**src/rtl/alu_issue_arbiter_if.sv**
```systemverilog
// Request, ALU and response signal bundle shared between the two requesters,
// the ALU and the issue arbiter. Per-requester fields keep their own names so
// each requester's wiring is explicit.
interface alu_issue_arbiter_if #(
    parameter int XLEN  = 32,
    parameter int TAG_W = 4
);
    logic [1:0]       req_valid;
    logic [1:0]       req_ready;
    logic [3:0]       req_op0;
    logic [3:0]       req_op1;
    logic [1:0]       req_sel0;
    logic [1:0]       req_sel1;
    logic [XLEN-1:0]  req_a0;
    logic [XLEN-1:0]  req_a1;
    logic [XLEN-1:0]  req_b0;
    logic [XLEN-1:0]  req_b1;
    logic [TAG_W-1:0] req_tag0;
    logic [TAG_W-1:0] req_tag1;

    logic [3:0]       alu_op;
    logic [XLEN-1:0]  alu_in1;
    logic [XLEN-1:0]  alu_in2;
    logic [XLEN-1:0]  alu_out;
    logic [XLEN-1:0]  alu_slt;
    logic [XLEN-1:0]  alu_sltu;

    logic [1:0]       rsp_valid;
    logic [1:0]       rsp_ready;
    logic [XLEN-1:0]  rsp_data0;
    logic [XLEN-1:0]  rsp_data1;
    logic [TAG_W-1:0] rsp_tag0;
    logic [TAG_W-1:0] rsp_tag1;
    logic [1:0]       rsp_err;
    logic             busy;

    // Requester/ALU/consumer side
    modport master (
        output req_valid, req_op0, req_op1, req_sel0, req_sel1,
               req_a0, req_a1, req_b0, req_b1, req_tag0, req_tag1,
        input  req_ready,
        input  alu_op, alu_in1, alu_in2,
        output alu_out, alu_slt, alu_sltu,
        input  rsp_valid, rsp_data0, rsp_data1, rsp_tag0, rsp_tag1, rsp_err, busy,
        output rsp_ready
    );

    // Arbiter side
    modport slave (
        input  req_valid, req_op0, req_op1, req_sel0, req_sel1,
               req_a0, req_a1, req_b0, req_b1, req_tag0, req_tag1,
        output req_ready,
        output alu_op, alu_in1, alu_in2,
        input  alu_out, alu_slt, alu_sltu,
        output rsp_valid, rsp_data0, rsp_data1, rsp_tag0, rsp_tag1, rsp_err, busy,
        input  rsp_ready
    );
endinterface

```
**src/rtl/alu_issue_arbiter.sv**
```systemverilog
// Shares one registered ALU between two requesters. Round-robin grant, one op
// per cycle, result captured the cycle after issue and returned through a
// per-requester first-word-fall-through FIFO. A requester is only granted when
// its FIFO is guaranteed to have room for the result, so nothing is dropped.
module alu_issue_arbiter #(
    parameter int XLEN      = 32,
    parameter int TAG_W     = 4,
    parameter int RSP_DEPTH = 2
) (
    input logic                clk,
    input logic                rst_n,
    alu_issue_arbiter_if.slave bus
);
    localparam int CNT_W  = $clog2(RSP_DEPTH + 1);
    localparam int CNT_W1 = CNT_W + 1;
    localparam int PTR_W  = (RSP_DEPTH > 1) ? $clog2(RSP_DEPTH) : 1;
    localparam logic [CNT_W:0]   DEPTH_C  = CNT_W1'(RSP_DEPTH);
    localparam logic [PTR_W-1:0] LAST_PTR = PTR_W'(RSP_DEPTH - 1);

    logic [3:0]       op_w  [2];
    logic [1:0]       sel_w [2];
    logic [XLEN-1:0]  a_w   [2];
    logic [XLEN-1:0]  b_w   [2];
    logic [TAG_W-1:0] tag_w [2];
    logic [1:0]       ill_w;

    logic             prio_q, prio_d;
    logic             infl_q;
    logic             infl_id_q;
    logic [TAG_W-1:0] infl_tag_q;
    logic [1:0]       infl_sel_q;
    logic             infl_err_q;

    logic [CNT_W-1:0] cnt_q    [2];
    logic [CNT_W-1:0] cnt_d    [2];
    logic [PTR_W-1:0] wr_ptr_q [2];
    logic [PTR_W-1:0] rd_ptr_q [2];
    logic [XLEN-1:0]  mem_data_q [2][RSP_DEPTH];
    logic [TAG_W-1:0] mem_tag_q  [2][RSP_DEPTH];
    logic             mem_err_q  [2][RSP_DEPTH];

    logic [1:0]       elig, cand, gnt, push, pop, rsp_valid_w;
    logic             win_id;
    logic [XLEN-1:0]  cap_data;

    assign op_w[0]  = bus.req_op0;
    assign op_w[1]  = bus.req_op1;
    assign sel_w[0] = bus.req_sel0;
    assign sel_w[1] = bus.req_sel1;
    assign a_w[0]   = bus.req_a0;
    assign a_w[1]   = bus.req_a1;
    assign b_w[0]   = bus.req_b0;
    assign b_w[1]   = bus.req_b1;
    assign tag_w[0] = bus.req_tag0;
    assign tag_w[1] = bus.req_tag1;
    assign ill_w[0] = op_w[0][3] | (sel_w[0] == 2'b11);
    assign ill_w[1] = op_w[1][3] | (sel_w[1] == 2'b11);

    // Eligibility from registered occupancy, then round-robin grant
    always_comb begin
        elig = '0;
        for (int i = 0; i < 2; i++) begin
            elig[i] = ({1'b0, cnt_q[i]} +
                       {{CNT_W{1'b0}}, infl_q && (infl_id_q == 1'(i))}) < DEPTH_C;
        end
        cand = bus.req_valid & elig;
        gnt  = cand;
        if (cand == 2'b11) begin
            gnt = prio_q ? 2'b10 : 2'b01;
        end
        win_id = gnt[1];
        prio_d = prio_q;
        if (|gnt) begin
            prio_d = ~win_id;
        end
    end

    assign bus.req_ready = gnt;

    // Drive the ALU from the winner; illegal requests present idle values
    always_comb begin
        bus.alu_op  = '0;
        bus.alu_in1 = '0;
        bus.alu_in2 = '0;
        if (|gnt && !ill_w[win_id]) begin
            bus.alu_op  = op_w[win_id];
            bus.alu_in1 = a_w[win_id];
            bus.alu_in2 = b_w[win_id];
        end
    end

    // In-flight slot and round-robin pointer
    always_ff @(posedge clk or negedge rst_n) begin
        if (!rst_n) begin
            prio_q     <= 1'b0;
            infl_q     <= 1'b0;
            infl_id_q  <= 1'b0;
            infl_tag_q <= '0;
            infl_sel_q <= '0;
            infl_err_q <= 1'b0;
        end else begin
            prio_q <= prio_d;
            infl_q <= |gnt;
            if (|gnt) begin
                infl_id_q  <= win_id;
                infl_tag_q <= tag_w[win_id];
                infl_sel_q <= sel_w[win_id];
                infl_err_q <= ill_w[win_id];
            end
        end
    end

    // Result selection in the capture cycle and FIFO occupancy next-state
    always_comb begin
        cap_data = '0;
        if (!infl_err_q) begin
            case (infl_sel_q)
                2'b00:   cap_data = bus.alu_out;
                2'b01:   cap_data = bus.alu_slt;
                2'b10:   cap_data = bus.alu_sltu;
                default: cap_data = '0;
            endcase
        end
        push = '0;
        if (infl_q) begin
            push[infl_id_q] = 1'b1;
        end
        pop = rsp_valid_w & bus.rsp_ready;
        for (int i = 0; i < 2; i++) begin
            cnt_d[i] = cnt_q[i];
            if (push[i] && !pop[i]) begin
                cnt_d[i] = cnt_q[i] + 1'b1;
            end else if (!push[i] && pop[i]) begin
                cnt_d[i] = cnt_q[i] - 1'b1;
            end
        end
    end

    // FIFO pointers and counts
    always_ff @(posedge clk or negedge rst_n) begin
        if (!rst_n) begin
            for (int i = 0; i < 2; i++) begin
                cnt_q[i]    <= '0;
                wr_ptr_q[i] <= '0;
                rd_ptr_q[i] <= '0;
            end
        end else begin
            for (int i = 0; i < 2; i++) begin
                cnt_q[i] <= cnt_d[i];
                if (push[i]) begin
                    wr_ptr_q[i] <= (wr_ptr_q[i] == LAST_PTR) ? '0 : wr_ptr_q[i] + 1'b1;
                end
                if (pop[i]) begin
                    rd_ptr_q[i] <= (rd_ptr_q[i] == LAST_PTR) ? '0 : rd_ptr_q[i] + 1'b1;
                end
            end
        end
    end

    // FIFO storage; contents are meaningless while the count is zero
    always_ff @(posedge clk) begin
        if (infl_q) begin
            mem_data_q[infl_id_q][wr_ptr_q[infl_id_q]] <= cap_data;
            mem_tag_q[infl_id_q][wr_ptr_q[infl_id_q]]  <= infl_tag_q;
            mem_err_q[infl_id_q][wr_ptr_q[infl_id_q]]  <= infl_err_q;
        end
    end

    assign rsp_valid_w[0] = (cnt_q[0] != '0);
    assign rsp_valid_w[1] = (cnt_q[1] != '0);
    assign bus.rsp_valid  = rsp_valid_w;
    assign bus.rsp_data0  = mem_data_q[0][rd_ptr_q[0]];
    assign bus.rsp_data1  = mem_data_q[1][rd_ptr_q[1]];
    assign bus.rsp_tag0   = mem_tag_q[0][rd_ptr_q[0]];
    assign bus.rsp_tag1   = mem_tag_q[1][rd_ptr_q[1]];
    assign bus.rsp_err[0] = mem_err_q[0][rd_ptr_q[0]];
    assign bus.rsp_err[1] = mem_err_q[1][rd_ptr_q[1]];
    assign bus.busy       = infl_q | (|rsp_valid_w);
endmodule

```
**src/flat_wrapper.sv**
```systemverilog
// flat-port wrapper written by rule: the top's interface ports become plain ports
module alu_issue_arbiter_flat 
#(
    parameter int XLEN      = 32,
    parameter int TAG_W     = 4,
    parameter int RSP_DEPTH = 2
)
  (clk, rst_n, bus_req_valid, bus_req_op0, bus_req_op1, bus_req_sel0, bus_req_sel1, bus_req_a0, bus_req_a1, bus_req_b0, bus_req_b1, bus_req_tag0, bus_req_tag1, bus_req_ready, bus_alu_op, bus_alu_in1, bus_alu_in2, bus_alu_out, bus_alu_slt, bus_alu_sltu, bus_rsp_valid, bus_rsp_data0, bus_rsp_data1, bus_rsp_tag0, bus_rsp_tag1, bus_rsp_err, bus_busy, bus_rsp_ready);
  alu_issue_arbiter_if #(.XLEN(XLEN), .TAG_W(TAG_W)) bus_i ();
  input logic clk;
  input logic rst_n;
  input wire logic [$bits(bus_i.req_valid)-1:0] bus_req_valid;
  input wire logic [$bits(bus_i.req_op0)-1:0] bus_req_op0;
  input wire logic [$bits(bus_i.req_op1)-1:0] bus_req_op1;
  input wire logic [$bits(bus_i.req_sel0)-1:0] bus_req_sel0;
  input wire logic [$bits(bus_i.req_sel1)-1:0] bus_req_sel1;
  input wire logic [$bits(bus_i.req_a0)-1:0] bus_req_a0;
  input wire logic [$bits(bus_i.req_a1)-1:0] bus_req_a1;
  input wire logic [$bits(bus_i.req_b0)-1:0] bus_req_b0;
  input wire logic [$bits(bus_i.req_b1)-1:0] bus_req_b1;
  input wire logic [$bits(bus_i.req_tag0)-1:0] bus_req_tag0;
  input wire logic [$bits(bus_i.req_tag1)-1:0] bus_req_tag1;
  output wire logic [$bits(bus_i.req_ready)-1:0] bus_req_ready;
  output wire logic [$bits(bus_i.alu_op)-1:0] bus_alu_op;
  output wire logic [$bits(bus_i.alu_in1)-1:0] bus_alu_in1;
  output wire logic [$bits(bus_i.alu_in2)-1:0] bus_alu_in2;
  input wire logic [$bits(bus_i.alu_out)-1:0] bus_alu_out;
  input wire logic [$bits(bus_i.alu_slt)-1:0] bus_alu_slt;
  input wire logic [$bits(bus_i.alu_sltu)-1:0] bus_alu_sltu;
  output wire logic [$bits(bus_i.rsp_valid)-1:0] bus_rsp_valid;
  output wire logic [$bits(bus_i.rsp_data0)-1:0] bus_rsp_data0;
  output wire logic [$bits(bus_i.rsp_data1)-1:0] bus_rsp_data1;
  output wire logic [$bits(bus_i.rsp_tag0)-1:0] bus_rsp_tag0;
  output wire logic [$bits(bus_i.rsp_tag1)-1:0] bus_rsp_tag1;
  output wire logic [$bits(bus_i.rsp_err)-1:0] bus_rsp_err;
  output wire logic [$bits(bus_i.busy)-1:0] bus_busy;
  input wire logic [$bits(bus_i.rsp_ready)-1:0] bus_rsp_ready;
  assign bus_i.req_valid = bus_req_valid;
  assign bus_i.req_op0 = bus_req_op0;
  assign bus_i.req_op1 = bus_req_op1;
  assign bus_i.req_sel0 = bus_req_sel0;
  assign bus_i.req_sel1 = bus_req_sel1;
  assign bus_i.req_a0 = bus_req_a0;
  assign bus_i.req_a1 = bus_req_a1;
  assign bus_i.req_b0 = bus_req_b0;
  assign bus_i.req_b1 = bus_req_b1;
  assign bus_i.req_tag0 = bus_req_tag0;
  assign bus_i.req_tag1 = bus_req_tag1;
  assign bus_req_ready = bus_i.req_ready;
  assign bus_alu_op = bus_i.alu_op;
  assign bus_alu_in1 = bus_i.alu_in1;
  assign bus_alu_in2 = bus_i.alu_in2;
  assign bus_i.alu_out = bus_alu_out;
  assign bus_i.alu_slt = bus_alu_slt;
  assign bus_i.alu_sltu = bus_alu_sltu;
  assign bus_rsp_valid = bus_i.rsp_valid;
  assign bus_rsp_data0 = bus_i.rsp_data0;
  assign bus_rsp_data1 = bus_i.rsp_data1;
  assign bus_rsp_tag0 = bus_i.rsp_tag0;
  assign bus_rsp_tag1 = bus_i.rsp_tag1;
  assign bus_rsp_err = bus_i.rsp_err;
  assign bus_busy = bus_i.busy;
  assign bus_i.rsp_ready = bus_rsp_ready;
  alu_issue_arbiter #(.XLEN(XLEN), .TAG_W(TAG_W), .RSP_DEPTH(RSP_DEPTH)) u_core (.clk(clk), .rst_n(rst_n), .bus(bus_i));
endmodule
```
**config.mk**
```make
export PLATFORM = sky130hd
export DESIGN_NAME = alu_issue_arbiter_flat
export DESIGN_NICKNAME = d
export VERILOG_FILES = /design/src/rtl/alu_issue_arbiter_if.sv /design/src/rtl/alu_issue_arbiter.sv /design/src/flat_wrapper.sv
export SDC_FILE = /design/constraint.sdc
export NUM_CORES = 1
export LEC_CHECK = 0
export ABC_AREA = 1
export CORE_AREA = 2 2 155 157
export DETAILED_ROUTE_END_ITERATION = 16
export DIE_AREA = 0 0 157 159
export PLACE_DENSITY_LB_ADDON = 0.08
export REMOVE_ABC_BUFFERS = 1
export SYNTH_ARGS = -nofsm -noshare
export SYNTH_HDL_FRONTEND = slang
export SYNTH_SLANG_ARGS = --single-unit
```
**constraint.sdc**
```tcl
create_clock -name clk -period 4.1 [get_ports clk]
set_input_delay 0.82 -clock clk [delete_from_list [all_inputs] [get_ports clk]]
set_output_delay 0.82 -clock clk [all_outputs]
set_load 0.03 [all_outputs]
```
## Yosys cells after proc, flatten, opt, wreduce, memory -nomap -nowiden

Memory sizes are Yosys's and may differ from the RTL's.
Index checks and enable logic that the tools add are counted.

- Word-level logic and storage cells: 140
- Output and inout port bits: 147
- Bits in registers: 18
- Memories: 3
- Bits in writable memories: 148
- Input bits: 250

- $lt $le $gt $ge: 11
- Add/sub/neg operators: 10
- Equal/unequal tests: 5
- Mux-type cells: 66
- Reductions and logical operators: 21
- Bitwise operators: 12

Memory list:

| memory | words | bits a word | rd ports | clocked after Yosys merged registers in | wr ports | RTL line | source |
|---|---|---|---|---|---|---|---|
| u_core.mem_data_q | 2 | 64 | 2 | 0 | 1 | alu_issue_arbiter.sv:38 | `logic [XLEN-1:0] mem_data_q [2][RSP_DEPTH];` |
| u_core.mem_tag_q | 2 | 8 | 2 | 0 | 1 | alu_issue_arbiter.sv:39 | `logic [TAG_W-1:0] mem_tag_q [2][RSP_DEPTH];` |
| u_core.mem_err_q | 2 | 2 | 2 | 0 | 1 | alu_issue_arbiter.sv:40 | `logic mem_err_q [2][RSP_DEPTH];` |

Operators with widths:

| operator | count |
|---|---|
| 2-to-1 mux 32 bit | 16 |
| case mux 32 bit (3 select lines) | 1 |
| 2-to-1 mux 64 bit | 1 |
| 2-to-1 mux 4 bit | 14 |
| demux 32 bit (select 1 bit) | 1 |
| 2-to-1 mux 2 bit | 11 |
| 2-to-1 mux 1 bit | 18 |
| >= comparator 2 bit (second input constant) | 5 |
| inverter 1 -> 2 bit | 5 |
| logical AND 1 bit | 9 |
| == test 2 bit (second input constant) | 4 |
| 2-to-1 mux 8 bit | 1 |
| nonzero test 2 bit | 4 |
| adder 2 x 1 -> 3 bit | 2 |
| < comparator 3 x 2 -> 1 bit (second input constant) | 2 |
| logical NOT 1 bit | 5 |
| adder 1 bit (second input constant) | 4 |
| adder 2 x 1 -> 2 bit (second input constant) | 2 |
| AND 2 bit | 2 |
| demux 4 bit (select 1 bit) | 1 |
| < comparator 1 x 2 -> 1 bit (second input constant) | 2 |
| OR reduction 2 bit | 2 |
| subtractor 2 x 1 -> 2 bit (second input constant) | 2 |
| OR 1 bit | 3 |
| other kinds (6) | 8 |

## Depth between registers and ports, before layout

- Depth after elaboration: 12
- Depth in mapped cells: 11
- Mapped depth without buffers: 9

## Worst setup path after synthesis

OpenSTA, ideal clock, no wires.

- Path kind: input to output
- From: input bus_req_valid[0]
- To: output bus_alu_in1[16]
- Path buffers: 2
- Data required time: 3,280 ps
- Arrival: 2,067 ps
- Stages: 10
- Path slack: 1,213 ps
- Cells stage by stage: inv_1 > nor2_1 > nand3_2 > nand2_2 > buf_4 > buf_4 > nand2_1 > nand2_1 > inv_2 > nor2_1

- Word-level cells in the longest chain between the ends: 8
- Elaborated cells between the ends (all ways): 13
- Those cells by class: eq/ne: 1; mux: 7; bitwise: 2; reduce/logical: 3

RTL lines:

| element | RTL line | source |
|---|---|---|
| start, declared | flat_wrapper.sv:12 | `input wire logic [$bits(bus_i.req_valid)-1:0] bus_req_valid;` |
| AND 2 bit * | alu_issue_arbiter.sv:66 | `cand = bus.req_valid & elig;` |
| == test 2 bit | alu_issue_arbiter.sv:68 | `if (cand == 2'b11) begin` |
| 2-to-1 mux 2 bit * | alu_issue_arbiter.sv:68 |  |
| inverter 1 -> 2 bit (not written as such) or 2-to-1 mux 1 bit (tied branches) | alu_issue_arbiter.sv:87, alu_issue_arbiter.sv:85 |  |
| 2-to-1 mux 32 bit (not written as such) or 2-to-1 mux 1 bit (tied branches) | alu_issue_arbiter.sv:87, alu_issue_arbiter.sv:85 |  |
| 2-to-1 mux 32 bit (not written as such) or logical NOT 1 bit (tied branches) | alu_issue_arbiter.sv:87, alu_issue_arbiter.sv:85 |  |
| 2-to-1 mux 32 bit (not written as such) or logical AND 1 bit (tied branches) | alu_issue_arbiter.sv:87, alu_issue_arbiter.sv:85 |  |
| 2-to-1 mux 32 bit * | alu_issue_arbiter.sv:85 | `if (\|gnt && !ill_w[win_id]) begin` |
| end, declared | flat_wrapper.sv:25 | `output wire logic [$bits(bus_i.alu_in1)-1:0] bus_alu_in1;` |

Every way passes the cells marked *; elsewhere a longest branch is shown, timed or not. The select of a mux whose other input is x is not followed.

## Worst setup path after layout

- From: input bus_req_valid[1]
- To: output bus_alu_in1[9]

The elaborated chain is that of the path after synthesis.

==> flow_metrics.tcl <==
set metrics [dict create \
    syn_area_per_cell_um2 8.037 \
    yosys.area.top_type_share_pct 51.49 \
    drv_slew 0 \
    yosys.area.top_type "edfxtp_1" \
    path_class "in2out" \
    die_y_um 159 \
    yosys_register_bits 166 \
    reg2reg_slack_ps 1890 \
    r2r_start "u_core.infl_q" \
    start_util_pct 37.22 \
    ys_warn_count 0 \
    swShare_pct 44.85 \
    ios 397 \
    ys_types 23 \
    path_clk_slew_ps 70 \
    htree_num_levels 4 \
    grt_util_all_layers_pct 22.63 \
    finalSetupViolCount 0 \
    grt-ovfl-total 0 \
    crit_path_start "bus_req_valid[1]" \
    firstDrtPassIters 4 \
    seq_area_frac_synth_pct 56.70 \
    grt_pass1_vias 8156 \
    relSlewSlack_pct 44.55 \
    layout_commonest_cell "nand2_1" \
    power.net_switching_uw 4488 \
    cts_sinks 166 \
    pwr-share-seq_pct 28.3 \
    required_ps 3280 \
    drc 0 \
    port_buffers 395 \
    routabilityCongestion 0.8367 \
    drive_above_1_share_pct 9.134 \
    cap_violations 0 \
    async_reset_ff_share_pct 10.84 \
    hold_buffers 0 \
    crit_slowest_cell "clkdlybuf4s50_1" \
    clockBufferDepth 2 \
    pwr-share-comb_pct 56.3 \
    vias 8011 \
    worstMarginPinSlew_ps 829.2 \
    num-fill-cells 2085 \
    clk_latency_ps 420 \
    fmax_mhz 267.6 \
    ys.flop_type "edfxtp_1" \
    cts_tree "done" \
    synth_area_um2 8632 \
    post-cts-setup-buffer-count 0 \
    rr_worst_depth 5 \
    cp_data_arrival_time_ps 2920 \
    ff_latch_area_um2 4895 \
    cp-endpoint "bus_alu_in1[9]" \
    postSynthCellCount 1074 \
    period_share_pct 91.16 \
    powerDensity_nw_per_um2 738.6 \
    final_antenna_net_count 0 \
    core_area_um2 23190 \
    nNetsFinal 1707 \
    rsz0062_at_grt "false" \
    internal_power_uw 5518 \
    design.die.area_um2 24960 \
    reg2reg_to "u_core.mem_data_q[0][62]" \
    period_needed_ps 3738 \
    die_w_um 157 \
    finalHoldViolCount 0 \
    ir_drop_uv 339.1 \
    p_leak_uw 0.006253 \
    row_count 56 \
    finalSetupTns_ps 0 \
    fin_ws_ps 362.4 \
    synth_area_leaders "edfxtp_1 (51%), nand2_1 (22%), nand3_1 (6.6%)" \
    min_path_type "reg2reg" \
    cts_root_buffer "clkbuf_16" \
    clock_power_share_pct 15.4 \
    area_growth_pct 56.94 \
    grt_pass1_wl_mm 43.20 \
    dp_hpwl_mm 20.51 \
    crit_path_cell_trace "clkdlybuf4s50_1, inv_1, nor2_1, nand2_1, inv_2, nand2_2, nand2_1, nand3_2, buf_12, nor2_1, clkdlybuf4s50_1" \
    finalClockSkew_ps 9.162 \
    antenna_found_initial 2 \
    multi_input_area_um2 3014 \
    outcome "complete, no violations" \
    grt_max_degree 44 \
    post_drt_wl_per_cell_um 15.84 \
    path_max_fanout 43 \
    critPathCaptureType "output pin" \
    vias_per_cell 4.480 \
    postRouteWirelength_mm 28.32 \
    drt_iter0_markers 345 \
    synth_edf_count 148 \
    final_cell_mix "nand2_1 (511), clkdlybuf4s50_1 (346), edfxtp_1 (148)" \
    critical_path.max_stage_delay_ps 700 \
    start_kind "primary input" \
    cts_buffers 17 \
    cts-resized-gates 0 \
    pre_cts_ws_ps 355.6 \
]
==> cells in the mapped netlist (5+ instances only) <==
cell type,count
buf_1,8
buf_2,13
buf_4,9
clkbuf_1,25
dfrtp_1,18
edfxtp_1,148
inv_1,112
inv_2,12
nand2_1,511
nand3_1,114
nor2_1,68
nor2_2,9
o21ai_0,5
==> kinds of logic (layout without fill, tap and decap cells) <==
logic type,count (synthesis),count (layout),synth area share (%)
compound gates,9,9,0.5797
fa+ha+maj,2,2,0.2899
other cells,1,3,0.04344
flops,166,166,56.70
simple gates,706,706,32.82
xor+xnor,8,8,0.8116
buf+inv,182,575,8.755
==> worst max-delay path: cells and delay by family <==
family | cells | cell delay, ps
and+or+nand+nor | 6 | 600
buffers and inverters | 5 | 1480
==> sequential cells by signal (all words and copies together) (netlist names) <==
signal	flops
u_core.cnt_q	4
u_core.prio_q	1
u_core.infl_err_q	1
u_core.wr_ptr_q	2
u_core.mem_data_q	128
u_core.mem_tag_q	16
u_core.infl_sel_q	2
u_core.infl_tag_q	4
u_core.infl_id_q	1
u_core.mem_err_q	4
u_core.infl_q	1
u_core.rd_ptr_q	2
==> through the flow <==
step	cells	hold slack [ps]	utilization (%)	power, uW	area, um^2
6_report	1788	504.0	58.41	10010	13550
5_1_grt	1788	546.0	58.41	10670	13550
4_1_cts	1786	504.5	58.39	10140	13540
3_5_place_dp	1755	489.5	55.91	8584	12970
3_3_place_gp	1755	490.0	55.91	8529	12970
2_1_floorplan	1016	463.5	-	6014	8342
==> power by group through the flow <==
stage,Clock [uW],Sequential (uW),Combinational [uW]
after global routing,1650,2870,6150
after floorplan,0,2890,3120
after global placement,0,2850,5680
after CTS,1570,2830,5740
final,1540,2830,5630
after detailed placement,0,2870,5720
==> worst min path at each step <==
stage                            start                 end  slack [ps]  cells after the start
global route           u_core.cnt_q[1]     u_core.cnt_q[1]         550                      1
global placement         u_core.prio_q       u_core.prio_q         490                      2
finish                   u_core.prio_q       u_core.prio_q         500                      2
CTS                      u_core.prio_q       u_core.prio_q         500                      2
detailed placement       u_core.prio_q       u_core.prio_q         490                      2
floorplan           u_core.wr_ptr_q[1]  u_core.wr_ptr_q[1]         460                      1
==> metal layers <==
layer,vias up,wire length [um],share of wire (%),global-route usage [%]
met1,3615,10720,38,24.49
li1,4099,-,-,-
met5,-,0,0,0
met3,34,1978,7.0,6.587
met4,0,674,2.4,7.298
met2,263,14940,53,41.89
==> area by class of cell <==
| type | instances | area share (%) |
|---|---|---|
| Multi-Input combinational cell | 726 | 22.25 |
| Sequential cell | 166 | 36.13 |
| Clock buffer | 17 | 3.140 |
| Antenna cell | 2 | 0.03694 |
| Timing Repair Buffer | 420 | 30.96 |
| Tap cell | 319 | 2.946 |
| Inverter | 124 | 3.436 |
| Clock inverter | 14 | 1.099 |
Note: power is estimated with default switching activity, not from simulation.
